<file path="src/rtl/i2c_sys_defines.sv">
// Shared definitions for the I2C target model.
//   state_e        : 4-bit FSM encoding ST_S_IDLE..ST_S_RDATA_ACK
//   RD / WR        : value of the R/W bit in the address byte
//   DEF_SLAVE_ADDR : default 7-bit device address
package i2c_sys_defines;

    typedef enum logic [3:0] {
        ST_S_IDLE      = 4'd0,
        ST_S_ADDR      = 4'd1,
        ST_S_ADDR_ACK  = 4'd2,
        ST_S_PTR       = 4'd3,
        ST_S_PTR_ACK   = 4'd4,
        ST_S_WDATA     = 4'd5,
        ST_S_WDATA_ACK = 4'd6,
        ST_S_RDATA     = 4'd7,
        ST_S_RDATA_ACK = 4'd8
    } state_e;

    localparam logic       RD             = 1'b1;
    localparam logic       WR             = 1'b0;
    localparam logic [6:0] DEF_SLAVE_ADDR = 7'h10;

endpackage

</file>
<file path="src/rtl/i2c_slave_sync.sv">
// Synchronizer and bus-condition detector for SCL/SDA.
//   clk, rst          : system clock, async active-high reset
//   scl_i, sda_i      : asynchronous pad inputs
//   scl_rise/scl_fall : one-clk pulses on synchronized SCL edges
//   start_det/stop_det: one-clk pulses on START / STOP conditions
//   sda_s             : synchronized SDA, aligned with the pulses above
// Pulses appear 3 clk after the pad edge (2 sync flops + registered detect).
module i2c_slave_sync (
    input  logic clk,
    input  logic rst,
    input  logic scl_i,
    input  logic sda_i,
    output logic scl_rise,
    output logic scl_fall,
    output logic start_det,
    output logic stop_det,
    output logic sda_s
);
    // [0],[1] synchronize; [2] is the previous synchronized value
    logic [2:0] scl_sync_q, sda_sync_q;
    logic       scl_rise_q, scl_fall_q, start_q, stop_q;
    logic       scl_rise_d, scl_fall_d, start_d, stop_d;
    logic       scl_hi;

    always_comb begin
        scl_hi     = scl_sync_q[1] & scl_sync_q[2];
        scl_rise_d = scl_sync_q[1] & ~scl_sync_q[2];
        scl_fall_d = ~scl_sync_q[1] & scl_sync_q[2];
        start_d    = scl_hi & sda_sync_q[2] & ~sda_sync_q[1];
        stop_d     = scl_hi & ~sda_sync_q[2] & sda_sync_q[1];
    end

    // Reset to the idle-bus level so no edge is seen on reset release
    always_ff @(posedge clk or posedge rst) begin
        if (rst) begin
            scl_sync_q <= 3'b111;
            sda_sync_q <= 3'b111;
            scl_rise_q <= 1'b0;
            scl_fall_q <= 1'b0;
            start_q    <= 1'b0;
            stop_q     <= 1'b0;
        end else begin
            scl_sync_q <= {scl_sync_q[1:0], scl_i};
            sda_sync_q <= {sda_sync_q[1:0], sda_i};
            scl_rise_q <= scl_rise_d;
            scl_fall_q <= scl_fall_d;
            start_q    <= start_d;
            stop_q     <= stop_d;
        end
    end

    assign scl_rise  = scl_rise_q;
    assign scl_fall  = scl_fall_q;
    assign start_det = start_q;
    assign stop_det  = stop_q;
    // sda_sync_q[2] now equals the sample taken alongside the edge just registered
    assign sda_s     = sda_sync_q[2];

endmodule

</file>
<file path="src/rtl/i2c_slave_mem.sv">
// I2C target with a 2**MEM_AW byte register file.
//   clk, rst      : system clock (>= 8x SCL), async active-high reset
//   scl_i, sda_i  : pad inputs;  sda_oe : 1 pulls SDA low
//   host_*        : local preload port, host_rdata = mem[host_addr]
//   bus_wr*       : one-clk commit pulse with index/data of a bus write
//   busy          : addressed START until STOP
// Build option I2C_SLAVE_AUTOINC_EN: pointer advances after each written
// byte and each ACKed read byte; otherwise it stays fixed per transaction.
module i2c_slave_mem
    import i2c_sys_defines::*;
#(
    parameter logic [6:0] SLAVE_ADDR = DEF_SLAVE_ADDR,
    parameter int         MEM_AW     = 4
) (
    input  logic              clk,
    input  logic              rst,
    input  logic              scl_i,
    input  logic              sda_i,
    output logic              sda_oe,
    input  logic              host_we,
    input  logic [MEM_AW-1:0] host_addr,
    input  logic [7:0]        host_wdata,
    output logic [7:0]        host_rdata,
    output logic              bus_wr,
    output logic [MEM_AW-1:0] bus_wr_addr,
    output logic [7:0]        bus_wr_data,
    output logic              busy
);
    localparam int DEPTH = 2 ** MEM_AW;
`ifdef I2C_SLAVE_AUTOINC_EN
    localparam logic [MEM_AW-1:0] PTR_STEP = MEM_AW'(1);
`else
    localparam logic [MEM_AW-1:0] PTR_STEP = MEM_AW'(0);
`endif

    logic scl_rise, scl_fall, start_det, stop_det, sda_s;

    i2c_slave_sync u_sync (
        .clk       (clk),
        .rst       (rst),
        .scl_i     (scl_i),
        .sda_i     (sda_i),
        .scl_rise  (scl_rise),
        .scl_fall  (scl_fall),
        .start_det (start_det),
        .stop_det  (stop_det),
        .sda_s     (sda_s)
    );

    state_e            state_q, state_d;
    logic [3:0]        cnt_q, cnt_d;          // SCL rises seen in this byte
    logic [7:0]        sr_q, sr_d;            // receive shift register
    logic [7:0]        tx_q, tx_d;            // transmit shift register
    logic [MEM_AW-1:0] ptr_q, ptr_d, ptr_nxt;
    logic              ack_q, ack_d;          // master ACK/NACK after a read
    logic              sda_oe_q, sda_oe_d;
    logic              busy_q, busy_d;
    logic              bus_wr_q, bus_wr_d;
    logic [MEM_AW-1:0] bus_wr_addr_q, bus_wr_addr_d;
    logic [7:0]        bus_wr_data_q, bus_wr_data_d;
    logic [7:0]        mem_q [DEPTH];

    always_comb begin
        state_d       = state_q;
        cnt_d         = cnt_q;
        sr_d          = sr_q;
        tx_d          = tx_q;
        ptr_d         = ptr_q;
        ack_d         = ack_q;
        sda_oe_d      = sda_oe_q;
        busy_d        = busy_q;
        bus_wr_d      = 1'b0;
        bus_wr_addr_d = bus_wr_addr_q;
        bus_wr_data_d = bus_wr_data_q;
        ptr_nxt       = ptr_q + PTR_STEP;

        if (stop_det) begin
            state_d  = ST_S_IDLE;
            sda_oe_d = 1'b0;
            busy_d   = 1'b0;
        end else if (start_det) begin
            state_d  = ST_S_ADDR;
            cnt_d    = '0;
            sda_oe_d = 1'b0;
        end else if (scl_rise) begin
            case (state_q)
                ST_S_ADDR, ST_S_PTR, ST_S_WDATA: begin
                    sr_d  = {sr_q[6:0], sda_s};
                    cnt_d = cnt_q + 4'd1;
                end
                ST_S_RDATA:     cnt_d = cnt_q + 4'd1;
                ST_S_RDATA_ACK: ack_d = sda_s;
                default: ;
            endcase
        end else if (scl_fall) begin
            // All SDA changes happen here, inside the SCL low phase
            case (state_q)
                ST_S_ADDR: if (cnt_q == 4'd8) begin
                    if (sr_q[7:1] == SLAVE_ADDR && sr_q[7:1] != 7'h00) begin
                        state_d  = ST_S_ADDR_ACK;
                        sda_oe_d = 1'b1;
                        busy_d   = 1'b1;
                    end else begin
                        state_d  = ST_S_IDLE;
                        sda_oe_d = 1'b0;
                        busy_d   = 1'b0;
                    end
                end
                ST_S_ADDR_ACK: begin
                    cnt_d = '0;
                    if (sr_q[0] == RD) begin
                        state_d  = ST_S_RDATA;
                        tx_d     = mem_q[ptr_q];
                        sda_oe_d = ~mem_q[ptr_q][7];
                    end else begin
                        state_d  = ST_S_PTR;
                        sda_oe_d = 1'b0;
                    end
                end
                ST_S_PTR: if (cnt_q == 4'd8) begin
                    state_d  = ST_S_PTR_ACK;
                    sda_oe_d = 1'b1;
                    ptr_d    = sr_q[MEM_AW-1:0];
                end
                ST_S_WDATA: if (cnt_q == 4'd8) begin
                    state_d       = ST_S_WDATA_ACK;
                    sda_oe_d      = 1'b1;
                    bus_wr_d      = 1'b1;
                    bus_wr_addr_d = ptr_q;
                    bus_wr_data_d = sr_q;
                    ptr_d         = ptr_nxt;
                end
                ST_S_PTR_ACK, ST_S_WDATA_ACK: begin
                    state_d  = ST_S_WDATA;
                    cnt_d    = '0;
                    sda_oe_d = 1'b0;
                end
                ST_S_RDATA: begin
                    if (cnt_q == 4'd8) begin
                        state_d  = ST_S_RDATA_ACK;
                        sda_oe_d = 1'b0;
                    end else begin
                        tx_d     = {tx_q[6:0], 1'b0};
                        sda_oe_d = ~tx_q[6];
                    end
                end
                ST_S_RDATA_ACK: begin
                    if (!ack_q) begin
                        state_d  = ST_S_RDATA;
                        cnt_d    = '0;
                        ptr_d    = ptr_nxt;
                        tx_d     = mem_q[ptr_nxt];
                        sda_oe_d = ~mem_q[ptr_nxt][7];
                    end else begin
                        state_d  = ST_S_IDLE;
                        sda_oe_d = 1'b0;
                    end
                end
                default: ;
            endcase
        end
    end

    always_ff @(posedge clk or posedge rst) begin
        if (rst) begin
            state_q       <= ST_S_IDLE;
            cnt_q         <= '0;
            sr_q          <= '0;
            tx_q          <= '0;
            ptr_q         <= '0;
            ack_q         <= 1'b1;
            sda_oe_q      <= 1'b0;
            busy_q        <= 1'b0;
            bus_wr_q      <= 1'b0;
            bus_wr_addr_q <= '0;
            bus_wr_data_q <= '0;
        end else begin
            state_q       <= state_d;
            cnt_q         <= cnt_d;
            sr_q          <= sr_d;
            tx_q          <= tx_d;
            ptr_q         <= ptr_d;
            ack_q         <= ack_d;
            sda_oe_q      <= sda_oe_d;
            busy_q        <= busy_d;
            bus_wr_q      <= bus_wr_d;
            bus_wr_addr_q <= bus_wr_addr_d;
            bus_wr_data_q <= bus_wr_data_d;
        end
    end

    // Bus write is issued last so it overrides a same-index host write
    always_ff @(posedge clk or posedge rst) begin
        if (rst) begin
            for (int i = 0; i < DEPTH; i++) mem_q[i] <= '0;
        end else begin
            if (host_we)  mem_q[host_addr]     <= host_wdata;
            if (bus_wr_d) mem_q[bus_wr_addr_d] <= bus_wr_data_d;
        end
    end

    assign host_rdata  = mem_q[host_addr];
    assign sda_oe      = sda_oe_q;
    assign busy        = busy_q;
    assign bus_wr      = bus_wr_q;
    assign bus_wr_addr = bus_wr_addr_q;
    assign bus_wr_data = bus_wr_data_q;

endmodule

</file>
<file path="config.mk">
export PLATFORM = sky130hd
export DESIGN_NAME = i2c_slave_mem
export DESIGN_NICKNAME = d
export VERILOG_FILES = /design/src/rtl/i2c_sys_defines.sv /design/src/rtl/i2c_slave_sync.sv /design/src/rtl/i2c_slave_mem.sv
export SDC_FILE = /design/constraint.sdc
export NUM_CORES = 1
export LEC_CHECK = 0
export BUFFER_PORTS_ARGS = -buffer_cell sky130_fd_sc_hd__buf_2
export CORE_ASPECT_RATIO = 1.4
export CORE_MARGIN = 2
export CORE_UTILIZATION = 27
export DETAILED_ROUTE_END_ITERATION = 7
export GPL_ROUTABILITY_DRIVEN = 0
export MAX_ROUTING_LAYER = met4
export PLACE_DENSITY = 0.38
export SLEW_MARGIN = 20
export SYNTH_ARGS = -nofsm -noshare
export SYNTH_HDL_FRONTEND = slang
export SYNTH_SLANG_ARGS = --single-unit
export TNS_END_PERCENT = 1
</file>
<file path="constraint.sdc">
create_clock -name clk -period 11.5 [get_ports clk]
set_clock_uncertainty 0.2 [all_clocks]
set_input_delay 1.725 -clock clk [delete_from_list [all_inputs] [get_ports clk]]
set_output_delay 1.725 -clock clk [all_outputs]
set_load 0.02 [all_outputs]
</file>
; After elaboration in Yosys (flattened, before gate mapping)
; Cells that the tools add are included.
[op_classes]
n_eq_ne = 23
multipliers = 0
bitwise = 19
n_div = 0
reduce_logical = 26
n_shift = 0
add_sub_neg = 1
order_cmp = 5
mux = 70
[op_table]
columns = cell, count
row1 = bitwise mux 128 bit, 2
row2 = 2-to-1 mux 128 bit, 2
row3 = 2-to-1 mux 8 bit, 12
row4 = 2-to-1 mux 4 bit, 19
row5 = binary-select mux 8 bit (select 4 bit), 2
row6 = demux 8 bit (select 4 bit), 2
row7 = case mux 4 bit (7 select lines), 1
row8 = 2-to-1 mux 1 bit, 21
row9 = 2-to-1 mux 7 bit, 3
row10 = case mux 7 bit (3 select lines), 1
row11 = != test 4 x 2 -> 1 bit (second input constant), 5
row12 = == test 4 x 3 -> 1 bit (second input constant), 4
row13 = >= comparator 5 bit (second input constant), 3
row14 = NOT 4 -> 5 bit, 3
row15 = AND reduction 5 bit, 3
row16 = < comparator 5 x 1 -> 1 bit (second input constant), 2
row17 = != test 2 bit (second input constant), 5
row18 = NOT 1 bit, 9
row19 = nonzero test 3 bit, 3
row20 = nonzero test 9 bit, 1
row21 = == test 4 x 2 -> 1 bit (second input constant), 2
row22 = == test 4 bit (second input constant), 2
row23 = case mux 4 bit (2 select lines), 1
row24 = AND reduction 4 bit, 2
row25 = other kinds (20), 34
[totals]
elab_cells = 177
regBits = 181
latch_bits = 0
mem_bits_rw = 0
in_bits = 17
out_inout_bits = 23
n_memories = 0
rom_bits = 0

; Logic depth before layout (Yosys ltp)
[depth]
word_depth = 14
depth_mapped = 9
ltp_nobuf = 7

; Hierarchy
; Synthesis repeated with hierarchy kept, for this count alone.
[hier_totals]
hier_cells = 795
area_unflattened_um2 = 10675.2
[modules_own_cells]
columns = module, area_each_um2, n_inst, cells_each, seq_area_each_um2
row1 = i2c_slave_mem, 10381.2, 1, 780, 4280.4
row2 = i2c_slave_sync, 294.0, 1, 15, 257.7

; Worst setup path after synthesis
; No wires, ideal clock.
[synth_timing]
path_kind = in2out
start = input host_addr[0]
end = output host_rdata[0]
n_path_buf = 2
path_stages = 4
setup_slack_ns = 6.331
arrival_time_ns = 3.244
required_ns = 9.575
path_cell_list = clkbuf_1 > buf_2 > mux4_2 > mux4_2
[synth_via]
elab_chain_len = 4
[synth_rtl]
columns = item, line
row1 = start: declaration, i2c_slave_mem.sv:21  ; input logic [MEM_AW-1:0] host_addr,
row2 = NOT 4 -> 5 bit (implied by the code), i2c_slave_mem.sv:202  ; assign host_rdata = mem_q[host_addr];
row3 = binary-select mux 8 bit (select 4 bit), i2c_slave_mem.sv:202
row4 = 2-to-1 mux 8 bit (implied by the code) (2 in a row), i2c_slave_mem.sv:202
row5 = end: declaration, i2c_slave_mem.sv:23  ; output logic [7:0] host_rdata,
; Every way passes these cells. The select of a mux whose other input is x is not followed.

; Final worst setup path
[layout_timing]
start = input host_addr[0]
end = output host_rdata[1]
; The elaborated chain is that of the path after synthesis.

==> metrics.cfg <==
[status]
outcome = finished clean

[die]
core_mm2 = 0.0395
initial_core_util_pct = 27.4
fp.dieW_um = 173
ioPinCount = 40
die_h_um = 241
dieArea_mm2 = 0.0418
num_rows = 86

[clock_tree]
cts_inserted_buffers = 17
clk_latency_ps = 450
cts.clk_slew.worst_paths_ps = 70
postCtsHoldBufs = 0
cts_tree = yes
cts_max_level = 4
cts_setup_buffers = 0
clockBufferDepth = 2
cts.sinks = 181
post_cts_resized = 0
cts_root_buffer = clkbuf_16

[sta]
setup_viol = 0
rsz0062_at_grt = false
tightestPinTransition_ps = 1120
finalHoldViolations = 0
max_slew_margin_pct = 25.2
clock.fmax_mhz = 177
period_needed_ps = 5660
fin_tns_setup_ps = 0
drv_slew = 0
post-route-period-util_pct = 49.2

[grt]
grt_remaining_overflow = 0
grt_pass1_wl_mm = 51.1
antenna_found_initial = 0
grt_pass1_vias = 7347
grt_usage_pct = 17.2
grt_max_degree = 114

[layout]
drive_above_1_share_pct = 32.2
area.growth.synth_to_final_pct = 10.9
n_antenna_cell = 0
stdcell_count = 1414
finalNetCount = 892
finish.utilization_pct = 30.4

[setup_path]
crit_fanout = 42
ff2ff_setup_slack_ps = 8130
critPathLaunch = host_addr[0]
cp-end-kind = output pin
critPathLaunchType = input port
setup.worst_path.class = input port to output pin
worst_ep_required_time_ps = 9580
cp_data_arrival_time_ps = 3740
reg2reg_from = cnt_q[0]$_DFFE_PP0P_

[logic_synthesis]
synth.yosys.seq_area_share_pct = 41.9
ys_seq_elements = 181
syn_inst = 868
synth_area_mm2 = 0.0108
syn_area_per_cell_um2 = 12.5
synth-edff-count = 0
yosysWarnings = 0
ys_async_sr_fraction_pct = 100
ys.flop_type = dfrtp_1
yosysUniqueCellTypes = 62
syn_nets = 887

[power]
peakVddDrop_uv = 107
powerDensity_mw_per_mm2 = 157
leakage_nw = 5.20
finalPower_w = 0.00188

[min_path]
hold_path.class = register to register
worstHoldStart = u_sync.sda_sync_q[0]$_DFF_PP1_

[route]
drtAntennaViolNets = 0
drt_wl_total_mm = 33.6
viasPerCell = 5.07
avgRoutedWirePerCell_um = 23.8
drt_iter0_markers = 482
drt-pass1-iter-count = 4
remaining_drc_errors = 0
vias = 7167

[job]
maxCapViolations = 0

[placed_design]
io_buffers = 39
dp.cells = 1382
dp_hpwl_mm = 24.2

## routing by layer
layer	share of wire (%)	wire [um]	global-route usage (%)	vias to the layer above
met4	2.1	692	5.44	0
met1	42	14000	19.9	3741
met2	54	18100	30.9	121
met3	2.4	798	2.16	29
li1	-	-	-	3276
met5	0	0	-	-
## cell usage after synthesis (7+ instances only)
cell / number / area (um2)
dfrtp_1: 174 / 4350
buf_2: 17 / 85.1
clkbuf_1: 18 / 67.6
mux2i_1: 126 / 1260
nor4_4: 10 / 213
nand2b_1: 9 / 56.3
dfstp_2: 7 / 184
nand2_1: 18 / 67.6
nor2_1: 88 / 330
buf_1: 8 / 30.0
buf_4: 21 / 158
inv_1: 20 / 75.1
mux2_2: 90 / 1010
mux4_2: 71 / 1600
a21oi_1: 79 / 395
## worst paths after layout
check                           cells after the start                             end
worst max-delay path                                5                   host_rdata[1]
worst min-delay path                                0  u_sync.sda_sync_q[1]$_DFF_PP1_
worst max register to register                      8             mem_q[86]$_DFF_PP0_
worst min register to register                      0  u_sync.sda_sync_q[1]$_DFF_PP1_
max in group asynchronous                           3            ptr_q[0]$_DFFE_PP0P_
min in group asynchronous                           2             mem_q[53]$_DFF_PP0_
## sequential cells by signal, indices dropped and copies added (netlist names)
register / flops
u_sync.scl_sync_q: 3
tx_q: 7
state_q: 4
u_sync.sda_sync_q: 3
u_sync.start_det: 1
busy: 1
bus_wr_addr: 4
bus_wr: 1
sr_q: 8
ptr_q: 4
bus_wr_data: 8
ack_q: 1
mem_q: 128
u_sync.scl_fall: 1
u_sync.stop_det: 1
u_sync.scl_rise: 1
sda_oe: 1
cnt_q: 4
## cell usage in the layout, fill, tap and decap left out, drive strengths merged, types with 3 or more instances in the layout
cell type	synthesis	final
a21oi	79	79
a222oi	6	6
a31oi	3	3
and2b	3	3
buf	48	52
clkbuf	18	19
clkinv	0	3
clkinvlp	0	4
dfrtp	174	174
dfstp	7	7
inv	20	25
mux2	90	90
mux2i	126	126
mux4	71	71
nand2	20	20
nand2b	9	9
nand3	5	5
nand3b	8	8
nand4	3	3
nor2	94	94
nor2b	4	4
nor3	5	5
nor3b	5	5
nor4	12	12
o21ai	6	6
o221ai	6	6
o22a	6	6
or2	3	3
or3	5	5
or4	3	3
## kinds of logic after synthesis
| group | count (synthesis) | share of synthesized area, % |
|---|---|---|
| buf+inv | 86 | 4.04 |
| compound gates | 124 | 7.00 |
| xor+xnor | 1 | 0.0809 |
| mux | 287 | 35.8 |
| simple gates | 187 | 11.0 |
| fa+ha+maj | 2 | 0.231 |
| flops | 181 | 41.9 |
## power by group
part / switching, W / internal [W] / total, W
combinational: 0.000173 / 0.000228 / 0.000401
clock: 0.000287 / 0.000307 / 0.000595
sequential: 0.000127 / 0.000760 / 0.000886
total: 0.000587 / 0.00130 / 0.00188
## stage by stage
step | area [um2] | hold WS [ps] | setup WS [ps]
4_1_cts | 12000 | 157 | 5810
3_3_place_gp | 11500 | 150 | 5880
5_1_grt | 12000 | 166 | 5740
6_report | 12000 | 156 | 5840
3_5_place_dp | 11500 | 147 | 5810
2_1_floorplan | 10800 | 145 | 4670
## cell type report
| type | count | area, um2 |
|---|---|---|
| Timing Repair Buffer | 52 | 293 |
| Multi-Input combinational cell | 601 | 5880 |
| Inverter | 20 | 82.6 |
| Clock buffer | 19 | 443 |
| Clock inverter | 13 | 121 |
| Fill cell | 4027 | 27500 |
| Tap cell | 528 | 661 |
| Sequential cell | 181 | 4540 |
## critical path, cell delays in order
cell and delay [ps]:
buf_2 70, buf_4 550, mux4_2 600, mux4_2 540, buf_2 190
No activity file was read; power rests on OpenSTA's default activity.
